**config.mk**
```make
export PLATFORM = sky130hd
export DESIGN_NAME = led_fader
export DESIGN_NICKNAME = d
export VERILOG_FILES = /design/src/rtl/led_fader_pkg.sv /design/src/rtl/led_fader_pwm_gen.sv /design/src/rtl/led_fader.sv
export SDC_FILE = /design/constraint.sdc
export NUM_CORES = 1
export LEC_CHECK = 0
export BUFFER_PORTS_ARGS = -buffer_cell sky130_fd_sc_hd__buf_4
export CAP_MARGIN = 40
export CORE_MARGIN = 2
export CORE_UTILIZATION = 50
export CTS_BUF_LIST = sky130_fd_sc_hd__clkbuf_8
export DETAILED_ROUTE_END_ITERATION = 10
export PLACE_DENSITY = 0.68
export SLEW_MARGIN = 15
export SYNTH_ARGS = -nofsm -noshare
export SYNTH_HDL_FRONTEND = slang
export SYNTH_SLANG_ARGS = --single-unit
```
**constraint.sdc**
```tcl
create_clock -name clk_i -period 5.9 [get_ports clk_i]
set_input_delay 0.59 -clock clk_i [delete_from_list [all_inputs] [get_ports clk_i]]
set_output_delay 0.59 -clock clk_i [all_outputs]
set_load 0.03 [all_outputs]
```
**src/rtl/led_fader_pkg.sv**
```systemverilog
// Shared constants and FSM state encoding for the LED breathing fader.
package led_fader_pkg;

  localparam int unsigned PwmWidthDef = 8;
  localparam int unsigned StepDivDef  = 16;

  typedef enum logic [1:0] {
    OFF       = 2'd0,
    RAMP_UP   = 2'd1,
    ON        = 2'd2,
    RAMP_DOWN = 2'd3
  } fade_state_e;

endpackage

```
**src/rtl/led_fader_pwm_gen.sv**
```systemverilog
// PWM generator: free-running counter with period 2^PwmWidth-1 and a shadowed
// duty that only changes at counter wrap, so pulses are never truncated.
module pwm_gen #(
  parameter int unsigned PwmWidth = 8
) (
  input  logic                clk_i,
  input  logic                rst_ni,
  input  logic                en_i,
  input  logic [PwmWidth-1:0] duty_i,
  output logic                pwm_o
);

  localparam logic [PwmWidth-1:0] CntLast = PwmWidth'((1 << PwmWidth) - 2);

  logic [PwmWidth-1:0] cnt;
  logic [PwmWidth-1:0] shadow;

  always_ff @(posedge clk_i or negedge rst_ni) begin
    if (!rst_ni) begin
      cnt    <= '0;
      shadow <= '0;
      pwm_o  <= 1'b0;
    end else begin
      cnt <= (cnt == CntLast) ? '0 : cnt + PwmWidth'(1);
      if (cnt == '0) begin
        shadow <= duty_i;
      end
      pwm_o <= en_i & (cnt < shadow);
    end
  end

endmodule

```
**src/rtl/led_fader.sv**
```systemverilog
// Breathing LED driver: ramps a duty value up while blink is high and down
// while it is low, one step per StepDiv cycles, and PWMs the LED from it.
module led_fader
  import led_fader_pkg::*;
#(
  parameter int unsigned PwmWidth = PwmWidthDef,
  parameter int unsigned StepDiv  = StepDivDef
) (
  input  logic                clk_i,
  input  logic                rst_ni,
  input  logic                en_i,
  input  logic                blink_i,
  output logic                led_o,
  output logic [PwmWidth-1:0] duty_o,
  output logic                busy_o
);

  localparam int unsigned PresW = (StepDiv > 1) ? $clog2(StepDiv) : 1;
  localparam logic [PresW-1:0] PresLast = PresW'(StepDiv - 1);
  localparam logic [PwmWidth-1:0] DutyMax = '1;

  fade_state_e         state, state_n;
  logic [PwmWidth-1:0] duty, duty_n;
  logic [PresW-1:0]    presc, presc_n;
  logic                blink_q;
  logic                busy_q;
  logic                ramping;
  logic                step_tick;

  assign ramping   = (state == RAMP_UP) || (state == RAMP_DOWN);
  assign step_tick = ramping && (presc == PresLast);

  // A step due this cycle is applied in the current direction first; any
  // reversal then takes effect and restarts the prescaler.
  always_comb begin
    state_n = state;
    duty_n  = duty;
    presc_n = presc;
    if (en_i) begin
      unique case (state)
        OFF: begin
          duty_n  = '0;
          presc_n = '0;
          if (blink_q) begin
            state_n = RAMP_UP;
          end
        end
        RAMP_UP: begin
          presc_n = step_tick ? '0 : presc + PresW'(1);
          if (step_tick && (duty != DutyMax)) begin
            duty_n = duty + PwmWidth'(1);
          end
          if (!blink_q) begin
            state_n = RAMP_DOWN;
            presc_n = '0;
          end else if (duty_n == DutyMax) begin
            state_n = ON;
            presc_n = '0;
          end
        end
        ON: begin
          duty_n  = DutyMax;
          presc_n = '0;
          if (!blink_q) begin
            state_n = RAMP_DOWN;
          end
        end
        RAMP_DOWN: begin
          presc_n = step_tick ? '0 : presc + PresW'(1);
          if (step_tick && (duty != '0)) begin
            duty_n = duty - PwmWidth'(1);
          end
          if (blink_q) begin
            state_n = RAMP_UP;
            presc_n = '0;
          end else if (duty_n == '0) begin
            state_n = OFF;
            presc_n = '0;
          end
        end
      endcase
    end
  end

  always_ff @(posedge clk_i or negedge rst_ni) begin
    if (!rst_ni) begin
      state   <= OFF;
      duty    <= '0;
      presc   <= '0;
      blink_q <= 1'b0;
      busy_q  <= 1'b0;
    end else begin
      state   <= state_n;
      duty    <= duty_n;
      presc   <= presc_n;
      blink_q <= blink_i;
      busy_q  <= (state_n == RAMP_UP) || (state_n == RAMP_DOWN);
    end
  end

  pwm_gen #(
    .PwmWidth(PwmWidth)
  ) u_pwm_gen (
    .clk_i (clk_i),
    .rst_ni(rst_ni),
    .en_i  (en_i),
    .duty_i(duty),
    .pwm_o (led_o)
  );

  assign duty_o = duty;
  assign busy_o = busy_q;

endmodule

```
# Yosys cells after proc, flatten, opt, wreduce, memory -nomap -nowiden
# Index checks and enable logic that the tools add are counted.
# classes
n_addsub	4
multipliers	0
div_mod_pow	0
magnitude_cmp	1
n_eq_ne	9
n_shift	0
n_mux	22
bitwise_logic	1
reduce_logical	10
# op_table
op	count
$mux W8	7
$pmux W8 S4	1
$mux W4	5
$add A8 B1 Y8 const B	2
$eq A8 B8 Y1 const B	2
$logic_not A8 Y1	2
$mux W2	7
$pmux W4 S3	1
$lt A8 B8 Y1	1
$ne A8 B8 Y1 const B	1
$pmux W2 S4	1
$reduce_bool A8 Y1	1
$sub A8 B1 Y8 const B	1
$eq A2 B2 Y1 const B	3
$add A4 B1 Y4 const B	1
$eq A2 B1 Y1 const B	2
$eq A4 B4 Y1 const B	1
$logic_and A1 B1 Y1	3
$logic_not A2 Y1	1
$logic_or A1 B1 Y1	2
$reduce_or A2 Y1	1
$and A1 B1 Y1	1
# totals
reg_bits	33
latchBits	0
ram_bits	0
romBits	0
input_bits	4
elab_cells	55
n_memories	0

# Logic depth before layout (Yosys ltp)
# depth
word_depth	14
mapped_depth	11
ltp_nobuf	10

# Cells and area by module
# A second synthesis with hierarchy kept.
# hier_totals
cells_unflattened	271
area_unflattened_um2	2376.0
# by_module_without_submodules
module	n_inst	cells_each	area_each_um2	seq_area_each_um2
led_fader	1	185	1431.4	375.4
pwm_gen	1	86	944.7	425.4

# Worst setup path after synthesis
# OpenSTA, ideal clock, no wires.
# synth_timing
kind	register to register
from	register duty[0], in the netlist duty_o[0]
to	register presc[2]
setup_ns	0.118
arrival_time_ns	2.503
required_time_ns	5.782
slack_ns	3.279
stages_incl_launch_ff	12
path_cell_list	dfrtp_1 > inv_1 > ha_1 > clkbuf_1 > or3b_2 > o22ai_1 > a22o_1 > and4_4 > a31o_1 > o21a_4 > o21ai_1 > a21o_1
# synth_between
elab_chain_cells	9
word_cells_on_any_way	19
cone_classes	add/sub: 2; eq/ne: 2; mux: 11; reduce/logical: 4
# synth_lines
element	line_no	rtl
start: declaration	led_fader.sv:23	logic [PwmWidth-1:0] duty, duty_n;
start signal: assignment	led_fader.sv:94	duty <= duty_n;
parallel branches: the longest is 8 deep, another holds $add A8 B1 Y8	--	
$pmux W4 S3 (*)	led_fader.sv:40	unique case (state)
end signal: assignment	led_fader.sv:95	presc <= presc_n;
end: declaration	led_fader.sv:24	logic [PresW-1:0] presc, presc_n;
# Every way passes the cells marked *. The select of a mux whose other input is x is not followed.
# A chain may end at the register's enable or synchronous reset.

==> impl_results.md <==
* Flop pwr share at 40.0%
* Row cnt at 24
* Worst setup EP type: flip-flop
* Crit Path Class: reg -> reg
* Critical path depth at 8
* Clk pwr share at 18.1%
* Sw frac at 47.3%
* CP peak stage delay at 0.77 ns
* Root buffer cell: clkbuf_8
* Final Instance Area at 2470 um^2
* N_diodes at 0
* Mapped cell area at 2290 um^2
* Setup_tns at 0 ns
* Hpwl dp at 3.62 mm
* Ys flop type: dfrtp_1
* NumNets Final at 291
* Die width at 71.6 um
* First-pass GRT wire length at 8.56 mm
* Worst Path Buf+Inv at 0
* Placed cell areas at 2380 um^2
* CP delay by family, top: simple AND/OR/NAND/NOR gates
* Final setup viols at 0
* Max transition margin at 55.9%
* DRT Wirelength at 5.08 mm
* Number of synthesized register bits at 32
* Top-level I/O count at 14
* Most frequent cells in the layout: dfrtp_1, nand2_1, nor2_1, inv_1, o21ai_0
* Post-cts sizing count at 0
* Max Cap Violations at 0
* Vias in the first global route at 1777
* Fillcell total at 397
* CTS tree: yes
* Startpoint Class: flip-flop
* Vias per inst at 5.97
* Initial DRC Count at 98
* GRT Util Overall at 21.3%
* Setup Skew at 0.00317 ns
* VDD IR-drop max at 0.228 mV
* Reg clk slew, reported paths at 0.07 ns
* EDFF count, synth at 0
* Area Growth Syn to Fin at 8.21%
* Max Transition Viols Final at 0
* Synth unique cells at 55
* CP Cell Sequence: nand4_1 -> nor4_1 -> mux2i_1 -> a21oi_2 -> and4_4 -> o21a_4 -> nor3b_1 -> a21o_1
* Antenna viol nets, final at 0
* Synthesis warning total at 0
* LEAKAGE at 1.09 nW
* Post-Synthesis Cells at 268
* Count of final hold-check violations at 0
* Grt total ovfl at 0
* Outcome: finished clean
* Postcts setup bufs at 0
* Pwr/cell area at 406 nW/um^2
* Int Power at 0.530 mW
* CTS Sinks at 32
* Worst reg2reg path depth at 8
* Asr flop ratio synth at 100%
* Register area share after synthesis at 35.0%
* Share of cells above drive strength 1 at 13.5%
* Reg2reg end: presc[2]
* FF-to-FF setup slack at 3.12 ns
* FMAX at 360 MHz
* Minimum clock period at 2.78 ns
* CP Data Required Time at 6.12 ns
* Hold WC Path Type: in -> async
* CTS Buf Count at 5
* Crit share post-route at 47.1%
* Net load switching power at 0.475 mW
* Die area at 5130 um^2
* Crit path DAT at 3.00 ns
* Slowest stage cell, crit path: dfrtp_1
* Slew at the pin closest to its max-slew limit at 0.662 ns
* Clock latency on the worst-skew pair at 0.28 ns
* Syn_area_per_cell at 8.53 um^2
* H-tree levels at 2
* Commonest non-fill, non-tap cell in the layout: dfrtp_1
* Post-CTS Hold Buffers at 0
* Crit-path max FO at 21
* Clock buffer depth at 2
* Syn_nets at 285
* Initial antenna violation count at 0
* Initial Util at 52.2%
* Die H at 71.6 um
* Drt pass-1 iters at 4
* DRC violations left at 0
* Core ar. at 4380 um^2
* Setup crit end: presc[2]
* Average wire per standard cell at 15.6 um
* Largest net degree at the start of global routing at 33
* Share of total power in combinational logic at 41.9%
* Routability Congestion at 0.971
* Vias at 1945
* IO buf count at 13
* RSZ-0062 raised after global routing: no
-- layer usage --
layer | track usage [%] | part of all wire [%]
met1 | 28.1 | 46
met2 | 34.9 | 48
met3 | 4.08 | 4.6
met4 | 8.18 | 1.3
met5 | 0 | 0
-- worst min path at each step --
stage	from	end	slack (ns)	cells past startpoint
floorplan	rst_ni	async pin	0.29	0
global placement	u_pwm_gen.shadow[6]	u_pwm_gen.shadow[6]	0.46	2
detailed placement	u_pwm_gen.shadow[6]	u_pwm_gen.shadow[6]	0.47	2
CTS	rst_ni	u_pwm_gen.shadow[2]	0.26	1
global route	rst_ni	u_pwm_gen.cnt[3]	0.27	1
finish	rst_ni	u_pwm_gen.cnt[4]	0.24	1
-- cells by family (layout without fill, tap and decap cells) --
family                     count (synthesis)  count (layout)  synth area share, %
DFF                                       32              32                 35.0
muxes                                     10              10                 4.70
buffers and inverters                     33              39                 6.24
AOI/OAI and AO/OA                         73              73                 20.7
and+or+nand+nor                          100             100                 23.6
adders and majority gates                 13              13                 7.11
xor gates and xnor gates                   7               7                 2.68
-- worst register-to-register path, delay by kind of cell, from the launching register on --
family	cells	cell delay, ns
flip-flops	1	0.77
multiplexers	1	0.30
AO/OA/AOI/OAI	3	0.38
AND/OR/NAND/NOR	4	1.28
-- synthesized netlist by cell type (2+ instances only) --
master,count,area (um^2)
nand2b_1,4,25.0
inv_1,18,67.6
a22o_1,2,17.5
o21ai_1,3,15.0
a31oi_1,7,43.8
o2bb2ai_1,3,26.3
mux2i_1,4,40.0
clkbuf_1,7,26.3
o21ai_0,17,85.1
nor2b_1,2,12.5
and4_4,3,33.8
nor3b_1,2,15.0
a211oi_1,2,15.0
buf_2,3,15.0
o211ai_1,2,15.0
a211o_1,2,17.5
ha_1,13,163
and3_1,3,18.8
a21oi_1,16,80.1
o22ai_1,2,12.5
xor2_1,4,35.0
xnor2_1,3,26.3
a21o_1,7,52.6
nand2_1,27,101
mux2_2,5,56.3
nor3_1,7,35.0
a311oi_1,2,17.5
dfrtp_1,32,801
nor2_1,23,86.3
nand3_1,11,55.1
nand4_1,6,37.5
buf_4,3,22.5
-- per-stage QoR --
stage | instances | worst slack (ns) | hold slack, ns | power (mW) | utilization (%)
after CTS | 326 | 3.17 | 0.257 | 1.01 | 56.4
after floorplan | 268 | 3.28 | 0.294 | 0.696 | -
after global routing | 326 | 2.95 | 0.271 | 1.08 | 56.4
after detailed placement | 319 | 3.17 | 0.471 | 0.821 | 54.3
after global placement | 319 | 3.22 | 0.461 | 0.823 | 54.3
final | 326 | 3.12 | 0.236 | 1.01 | 56.4
-- power by group through the flow --
stage                     Sequential (mW)  Combinational, mW  Clock (mW)
after floorplan                     0.371              0.325           0
after global placement              0.403              0.421           0
after detailed placement            0.403              0.419           0
after CTS                           0.398              0.421       0.186
after global routing                0.416              0.466       0.196
final                               0.402              0.422       0.182
-- state kept, by name, summed over array words and instances (netlist names), named ones only --
register,count
u_pwm_gen.pwm_o,1
blink_q,1
presc,4
duty_o,8
u_pwm_gen.cnt,8
u_pwm_gen.shadow,8
-- area by class of cell --
type / instances / area [um^2] / area share [%]
Multi-Input combinational cell: 203 / 1340 / 54.3
Sequential cell: 32 / 801 / 32.4
Timing Repair Buffer: 13 / 97.6 / 3.94
Clock buffer: 7 / 96.3 / 3.89
Inverter: 19 / 71.3 / 2.88
Tap cell: 52 / 65.1 / 2.63
No activity file was read; power rests on OpenSTA's default activity.
